==> config.mk <==
export PLATFORM = sky130hd
export DESIGN_NAME = register_dump_unit
export DESIGN_NICKNAME = d
export VERILOG_FILES = /design/src/rtl/register_dump_unit_pkg.sv /design/src/rtl/register_dump_unit_word_serializer.sv /design/src/rtl/register_dump_unit.sv
export SDC_FILE = /design/constraint.sdc
export NUM_CORES = 1
export LEC_CHECK = 0
export ABC_AREA = 1
export BUFFER_PORTS_ARGS = -buffer_cell sky130_fd_sc_hd__buf_4
export CAP_MARGIN = 0
export CORE_UTILIZATION = 46
export DETAILED_ROUTE_END_ITERATION = 10
export MAX_ROUTING_LAYER = met4
export PLACE_DENSITY = 0.69
export SLEW_MARGIN = 10
export SYNTH_ARGS = -nofsm -noshare
export SYNTH_HDL_FRONTEND = slang
export SYNTH_SLANG_ARGS = --single-unit
==> constraint.sdc <==
create_clock -name clk -period 1.9 [get_ports clk]
set_input_delay 0.095 -clock clk [delete_from_list [all_inputs] [get_ports clk]]
set_output_delay 0.095 -clock clk [all_outputs]
set_load 0.005 [all_outputs]
==> src/rtl/register_dump_unit_pkg.sv <==
// ============================================================================
// regdump_pkg
// Shared definitions for the register dump unit: the FSM state encoding,
// the default geometry of the register bank, and the derived constants that
// the top, the serializer and the testbench all agree on.
// ============================================================================
package regdump_pkg;

    typedef enum logic [2:0] {
        ST_IDLE,
        ST_ADDR,
        ST_SEND,
        ST_CHK,
        ST_DONE
    } state_t;

    localparam int REG_WIDTH_DEF     = 32;
    localparam int REG_ADDR_BITS_DEF = 5;
    localparam int BYTE_WIDTH_DEF    = 8;

    localparam int BYTES_PER_REG = REG_WIDTH_DEF / BYTE_WIDTH_DEF;
    localparam int NUM_REGS      = 2 ** REG_ADDR_BITS_DEF;

    // Byte counters need at least one bit even when a word is a single byte.
    function automatic int idx_width(input int n);
        return (n > 1) ? $clog2(n) : 1;
    endfunction

endpackage

==> src/rtl/register_dump_unit_word_serializer.sv <==
// ============================================================================
// word_serializer
// Loads one bank word and streams it out MSB byte first over valid/ready.
//
// Ports:
//   clk, rst_n   clock, asynchronous active-low reset
//   load         one-cycle pulse: capture load_word and start presenting bytes
//   load_word    word to serialize
//   byte_data    current byte (top BYTE_WIDTH bits of the shift register)
//   byte_valid   byte_data is valid; held until accepted
//   byte_ready   consumer accepts when byte_valid && byte_ready at posedge
//   byte_taken   a handshake happens at the coming posedge
//   last_byte    the byte currently presented is the final byte of the word
// ============================================================================
module word_serializer
    import regdump_pkg::*;
#(
    parameter int WORD_WIDTH = REG_WIDTH_DEF,
    parameter int BYTE_WIDTH = BYTE_WIDTH_DEF
) (
    input  logic                  clk,
    input  logic                  rst_n,
    input  logic                  load,
    input  logic [WORD_WIDTH-1:0] load_word,
    output logic [BYTE_WIDTH-1:0] byte_data,
    output logic                  byte_valid,
    input  logic                  byte_ready,
    output logic                  byte_taken,
    output logic                  last_byte
);

    localparam int NBYTES = WORD_WIDTH / BYTE_WIDTH;
    localparam int IDX_W  = idx_width(NBYTES);

    logic [WORD_WIDTH-1:0] shift_reg;
    logic [IDX_W-1:0]      byte_idx;
    logic                  valid_q;

    assign byte_valid = valid_q;
    assign byte_data  = shift_reg[WORD_WIDTH-1 -: BYTE_WIDTH];
    assign byte_taken = valid_q & byte_ready;
    assign last_byte  = (byte_idx == IDX_W'(NBYTES - 1));

    // The presented byte is always the top of the shift register, so it
    // stays stable until a handshake moves the next byte up.
    always_ff @(posedge clk or negedge rst_n) begin
        if (!rst_n) begin
            shift_reg <= '0;
            byte_idx  <= '0;
            valid_q   <= 1'b0;
        end else if (load) begin
            shift_reg <= load_word;
            byte_idx  <= '0;
            valid_q   <= 1'b1;
        end else if (byte_taken) begin
            if (last_byte) begin
                valid_q  <= 1'b0;
                byte_idx <= '0;
            end else begin
                shift_reg <= shift_reg << BYTE_WIDTH;
                byte_idx  <= byte_idx + 1'b1;
            end
        end
    end

endmodule

==> src/rtl/register_dump_unit.sv <==
// ============================================================================
// register_dump_unit
// Debug-side reader for the register bank. A start pulse walks every bank
// register through the debug read port and streams each word, big-endian,
// as bytes towards the debug UART transmitter. busy freezes the pipeline
// while a dump is in progress.
//
// Optional feature (macro REGDUMP_CHECKSUM_EN): a running XOR of every byte
// sent is appended as one extra byte after the last register.
//
// Ports:
//   clk, rst_n   clock, asynchronous active-low reset
//   start        one-cycle dump request, ignored unless idle
//   busy         dump in progress
//   done         one-cycle pulse after the last byte was accepted
//   rd_addr      registered address to the bank debug read port
//   rd_data      bank data, valid one cycle after rd_addr changes
//   tx_data      byte to the transmitter
//   tx_valid     tx_data valid
//   tx_ready     transmitter accepts on tx_valid && tx_ready at posedge
// ============================================================================
module register_dump_unit
    import regdump_pkg::*;
#(
    parameter int REG_WIDTH     = REG_WIDTH_DEF,
    parameter int REG_ADDR_BITS = REG_ADDR_BITS_DEF,
    parameter int BYTE_WIDTH    = BYTE_WIDTH_DEF
) (
    input  logic                     clk,
    input  logic                     rst_n,
    input  logic                     start,
    output logic                     busy,
    output logic                     done,
    output logic [REG_ADDR_BITS-1:0] rd_addr,
    input  logic [REG_WIDTH-1:0]     rd_data,
    output logic [BYTE_WIDTH-1:0]    tx_data,
    output logic                     tx_valid,
    input  logic                     tx_ready
);

    if (REG_WIDTH % BYTE_WIDTH != 0) begin : g_bad_width
        $error("REG_WIDTH must be a multiple of BYTE_WIDTH");
    end

    state_t                state, state_next;
    logic                  ser_load;
    logic [BYTE_WIDTH-1:0] ser_data;
    logic                  ser_valid;
    logic                  ser_taken;
    logic                  ser_last;
    logic                  addr_last;
    logic                  word_done;

    assign addr_last = &rd_addr;
    assign word_done = (state == ST_SEND) && ser_taken && ser_last;

    word_serializer #(
        .WORD_WIDTH (REG_WIDTH),
        .BYTE_WIDTH (BYTE_WIDTH)
    ) u_serializer (
        .clk        (clk),
        .rst_n      (rst_n),
        .load       (ser_load),
        .load_word  (rd_data),
        .byte_data  (ser_data),
        .byte_valid (ser_valid),
        .byte_ready (tx_ready),
        .byte_taken (ser_taken),
        .last_byte  (ser_last)
    );

    always_ff @(posedge clk or negedge rst_n) begin
        if (!rst_n) begin
            state <= ST_IDLE;
        end else begin
            state <= state_next;
        end
    end

    // ADDR lasts one cycle: the bank returns data for rd_addr on the
    // negedge, so the serializer can load it at the following posedge.
    always_comb begin
        state_next = state;
        ser_load   = 1'b0;
        case (state)
            ST_IDLE: if (start) state_next = ST_ADDR;
            ST_ADDR: begin
                ser_load   = 1'b1;
                state_next = ST_SEND;
            end
            ST_SEND: begin
                if (word_done) begin
`ifdef REGDUMP_CHECKSUM_EN
                    state_next = addr_last ? ST_CHK : ST_ADDR;
`else
                    state_next = addr_last ? ST_DONE : ST_ADDR;
`endif
                end
            end
`ifdef REGDUMP_CHECKSUM_EN
            ST_CHK:  if (tx_ready) state_next = ST_DONE;
`endif
            ST_DONE: state_next = ST_IDLE;
            default: state_next = ST_IDLE;
        endcase
    end

    // The last register is all-ones, so the address never wraps inside a
    // dump; it is parked back at 0 on the way out through DONE.
    always_ff @(posedge clk or negedge rst_n) begin
        if (!rst_n) begin
            rd_addr <= '0;
        end else if ((state == ST_IDLE) && start) begin
            rd_addr <= '0;
        end else if (word_done && !addr_last) begin
            rd_addr <= rd_addr + 1'b1;
        end else if (state == ST_DONE) begin
            rd_addr <= '0;
        end
    end

    assign busy = (state == ST_ADDR) || (state == ST_SEND) || (state == ST_CHK);
    assign done = (state == ST_DONE);

`ifdef REGDUMP_CHECKSUM_EN
    logic [BYTE_WIDTH-1:0] checksum;

    always_ff @(posedge clk or negedge rst_n) begin
        if (!rst_n) begin
            checksum <= '0;
        end else if ((state == ST_IDLE) && start) begin
            checksum <= '0;
        end else if (ser_taken) begin
            checksum <= checksum ^ ser_data;
        end
    end

    assign tx_valid = ser_valid || (state == ST_CHK);
    assign tx_data  = (state == ST_CHK) ? checksum : ser_data;
`else
    assign tx_valid = ser_valid;
    assign tx_data  = ser_data;
`endif

endmodule

==> metrics.csv <==
stage;metric;value;unit
timing;setup TNS;0;ns
pwr;VDD IR max;0.0005282;V
critical_path;crit-path max FO;5;
critical_path;CP max stage delay;0.42;ns
global_route;GRT Total Usage;0.1884;
synth;Mean Syn Cell Area;7.568;um^2
clocking;post-CTS resize count;0;
synth;area leader, netlist;dfrtp_1;
timing;Rel. slew slack;0.5838;
clocking;Sinks on Clock Net;43;
synth;sequential-to-total area share from yosys stat;0.4937;
critical_path;CP Capture Type;flip-flop;
synth;Synth Register Bits;43;
floorplanning;# IOs;52;
pwr;Reg power frac;0.397;
synth;Cell Area, Synth;2180;um^2
flow_run;Max Cap Violations;0;
floorplanning;FP Rows;24;
pwr;Cell Int Power;2266;uW
critical_path;crit path cell chain;ha_1, nand2_1, nor2_1, ha_1, inv_1, nand3_1, nor2_1, nand3_1, nand2_1;
global_route;vias in the first global route;1676;
floorplanning;Die Ht;70.84;um
timing;Tightest Pin Transition;0.6178;ns
placement;pre-CTS setup slack;0.2872;ns
timing;Fmax;0.6121;GHz
drt;DR iter-0 viols;100;
timing;final hold violations;0;
timing;Final min period;1.634;ns
critical_path;critical path class;flip-flop to flip-flop;
clocking;CTS tree;yes;
clocking;CTS H-tree depth;2;
pwr;PD cells;1464;nW/um^2
critical_path;crit start category;flip-flop;
timing;Clock Skews;0.008781;ns
floorplanning;Die Wd;70.84;um
timing;post-route setup slack;0.2662;ns
pwr;combinational fraction of design power;0.456;
drt;DRT Pass-1 Iters;6;
cells_and_area;fill cell total of the finished layout;455;
cells_and_area;layout net count;372;
placement;I/O Buffers;51;
global_route;initial antenna violation count;0;
critical_path;crit path DAT;1.86;ns
outcome;outcome;finished clean;
clocking;Clock Tree Buf Depth;2;
critical_path;delay-heaviest family, CP;simple AND/OR/NAND/NOR gates;
drt;final wirelength;4.204;mm
cells_and_area;share of cells above drive strength 1;0.1946;
drt;DR WL/cell;10.89;um
cells_and_area;commonest non-fill, non-tap cells in the layout;nand2_1 (101), buf_4 (54), dfrtp_1 (43), inv_1 (35), nor2_1 (33);
cells_and_area;Area growth syn-to-layout;20.03;%
cells_and_area;Largest register FFs;32;
worst_hold_path;Hold Crit Class;input pin to flip-flop;
synth;cell count after synthesis;288;
timing;Tcrit/Tclk final;0.8599;
placement;RePlAce Congestion;0.7599;
global_route;first-pass GRT wire length;7.176;mm
critical_path;number of cells on the worst reg-to-reg path;9;
pwr;overall power;3831;uW
clocking;Worst-path clk slew;0.08;ns
global_route;largest net degree at the start of global routing;44;
clocking;worst-skew pair later-pin latency;0.30;ns
cells_and_area;most common cell after layout, fill and taps aside;nand2_1;
drt;Vias;1777;
drt;DRC viols;0;
critical_path;Worst path slowest cell;dfrtp_1;
critical_path;CP Buf/Inv Count;1;
clocking;Root Buffer;clkbuf_8;
timing;Final Setup Violations;0;
global_route;Remaining Overflow, GRT;0;
synth;Yosys cell types;18;
drt;Vias per Instance;4.604;
critical_path;Req. time, crit path;2.13;ns
timing;RSZ-0062 raised after global routing;no;
synth;main area contributors after synthesis;dfrtp_1 (49%), nand2_1 (17%), inv_1 (6.0%);
synth;Post-Syn Nets;327;
floorplanning;Starting Density;0.4904;
critical_path;R2R Setup Slk;0.27;ns
pwr;Sw Ratio;0.4085;
cells_and_area;n_diodes;0;
critical_path;path length in cells of the critical path;9;
clocking;number of buffers created by CTS;5;
pwr;clock power share;0.147;
placement;hpwl dp;2.859;mm
pwr;Net Sw Power;1565;uW
timing;max-slew violations;0;
floorplanning;Core Region;4444;um^2
worst_hold_path;WHS Path Cells;3;
floorplanning;Die ar.;5018;um^2
pwr;Pleak;0.001436;uW
drt;antenna-violating nets left;0;
synth;share of Yosys cell area claimed by the top area cell type;0.4937;
synth;Synth Warn #;0;
-- what timing repair did --
action / 4_1_cts / 5_1_grt
buffers inserted: 0 / 0
endpoints found under the hold margin: 44 / 0
hold buffers: 2 / 0
-- worst paths after layout --
| path | startpoint | to |
|---|---|---|
| max in group asynchronous | rst_n | u_serializer.shift_reg[8] |
| min in group asynchronous | rst_n | u_serializer.byte_valid |
| hold / removal | rd_data[5] | u_serializer.shift_reg[5] |
| setup / recovery | rd_addr[0] | rd_addr[2] |
| setup reg to reg | rd_addr[0] | rd_addr[2] |
| hold reg to reg | u_serializer.shift_reg[15] | u_serializer.shift_reg[15] |
-- power by group through the flow --
stage	clock (uW)	sequential, uW	combinational (uW)
6_report	562	1520	1750
5_1_grt	614	1560	2060
4_1_cts	578	1520	1780
3_5_place_dp	0	1540	1770
3_3_place_gp	0	1520	1730
2_1_floorplan	0	1490	1480
-- area by class of cell --
type                       count  area [um^2]  area share
clock buffer                   7        76.32     0.02917
clock inverter                 1        5.005    0.001913
inverter                      37        138.9     0.05308
multi-input combinational    190        829.5      0.3171
sequential                    43         1076      0.4113
tap                           52        65.06     0.02487
timing repair buffer          56        425.4      0.1626
-- routing by layer --
metal / global-route usage / up-vias / wire length (um)
li1: - / 959 / -
met1: 0.2381 / 766 / 2044
met2: 0.2949 / 45 / 1892
met3: 0.03561 / 7 / 182
met4: 0.08667 / 0 / 85
met5: - / - / 0
-- through the flow --
stage | std cells | hold slack [ns] | area [um^2] | utilization
after floorplan | 288 | -0.2006 | 2180 | -
after global placement | 376 | 0.1279 | 2515 | 0.5659
after detailed placement | 376 | 0.1165 | 2515 | 0.5659
after CTS | 386 | 0.0009507 | 2616 | 0.5887
after global routing | 386 | 0.01460 | 2616 | 0.5887
final | 386 | 0.003941 | 2616 | 0.5887
-- synthesized netlist by cell type, drive strengths merged --
| cell type | n |
|---|---|
| nor3 | 1 |
| dfrtp | 43 |
| nor2 | 33 |
| inv | 37 |
| xor2 | 1 |
| nand3 | 10 |
| nand2 | 102 |
| a21oi | 1 |
| or2 | 1 |
| ha | 3 |
| o21ai | 38 |
| buf | 18 |
-- cells by family after synthesis --
group	synth area share
xor gates and xnor gates	0.004019
DFF	0.4937
buffers and inverters	0.1257
AOI/OAI and AO/OA	0.08955
and+or+nand+nor	0.2698
adders and majority gates	0.01722
-- worst register-to-register path, stage by stage (launching register included) --
cell     delay [ns]
dfrtp_1        0.42
ha_1           0.22
nand2_1        0.09
nor2_1         0.05
ha_1           0.18
inv_1          0.08
nand3_1        0.08
nor2_1         0.26
nand3_1        0.11
nand2_1        0.09
Note: power is estimated with default switching activity, not from simulation.
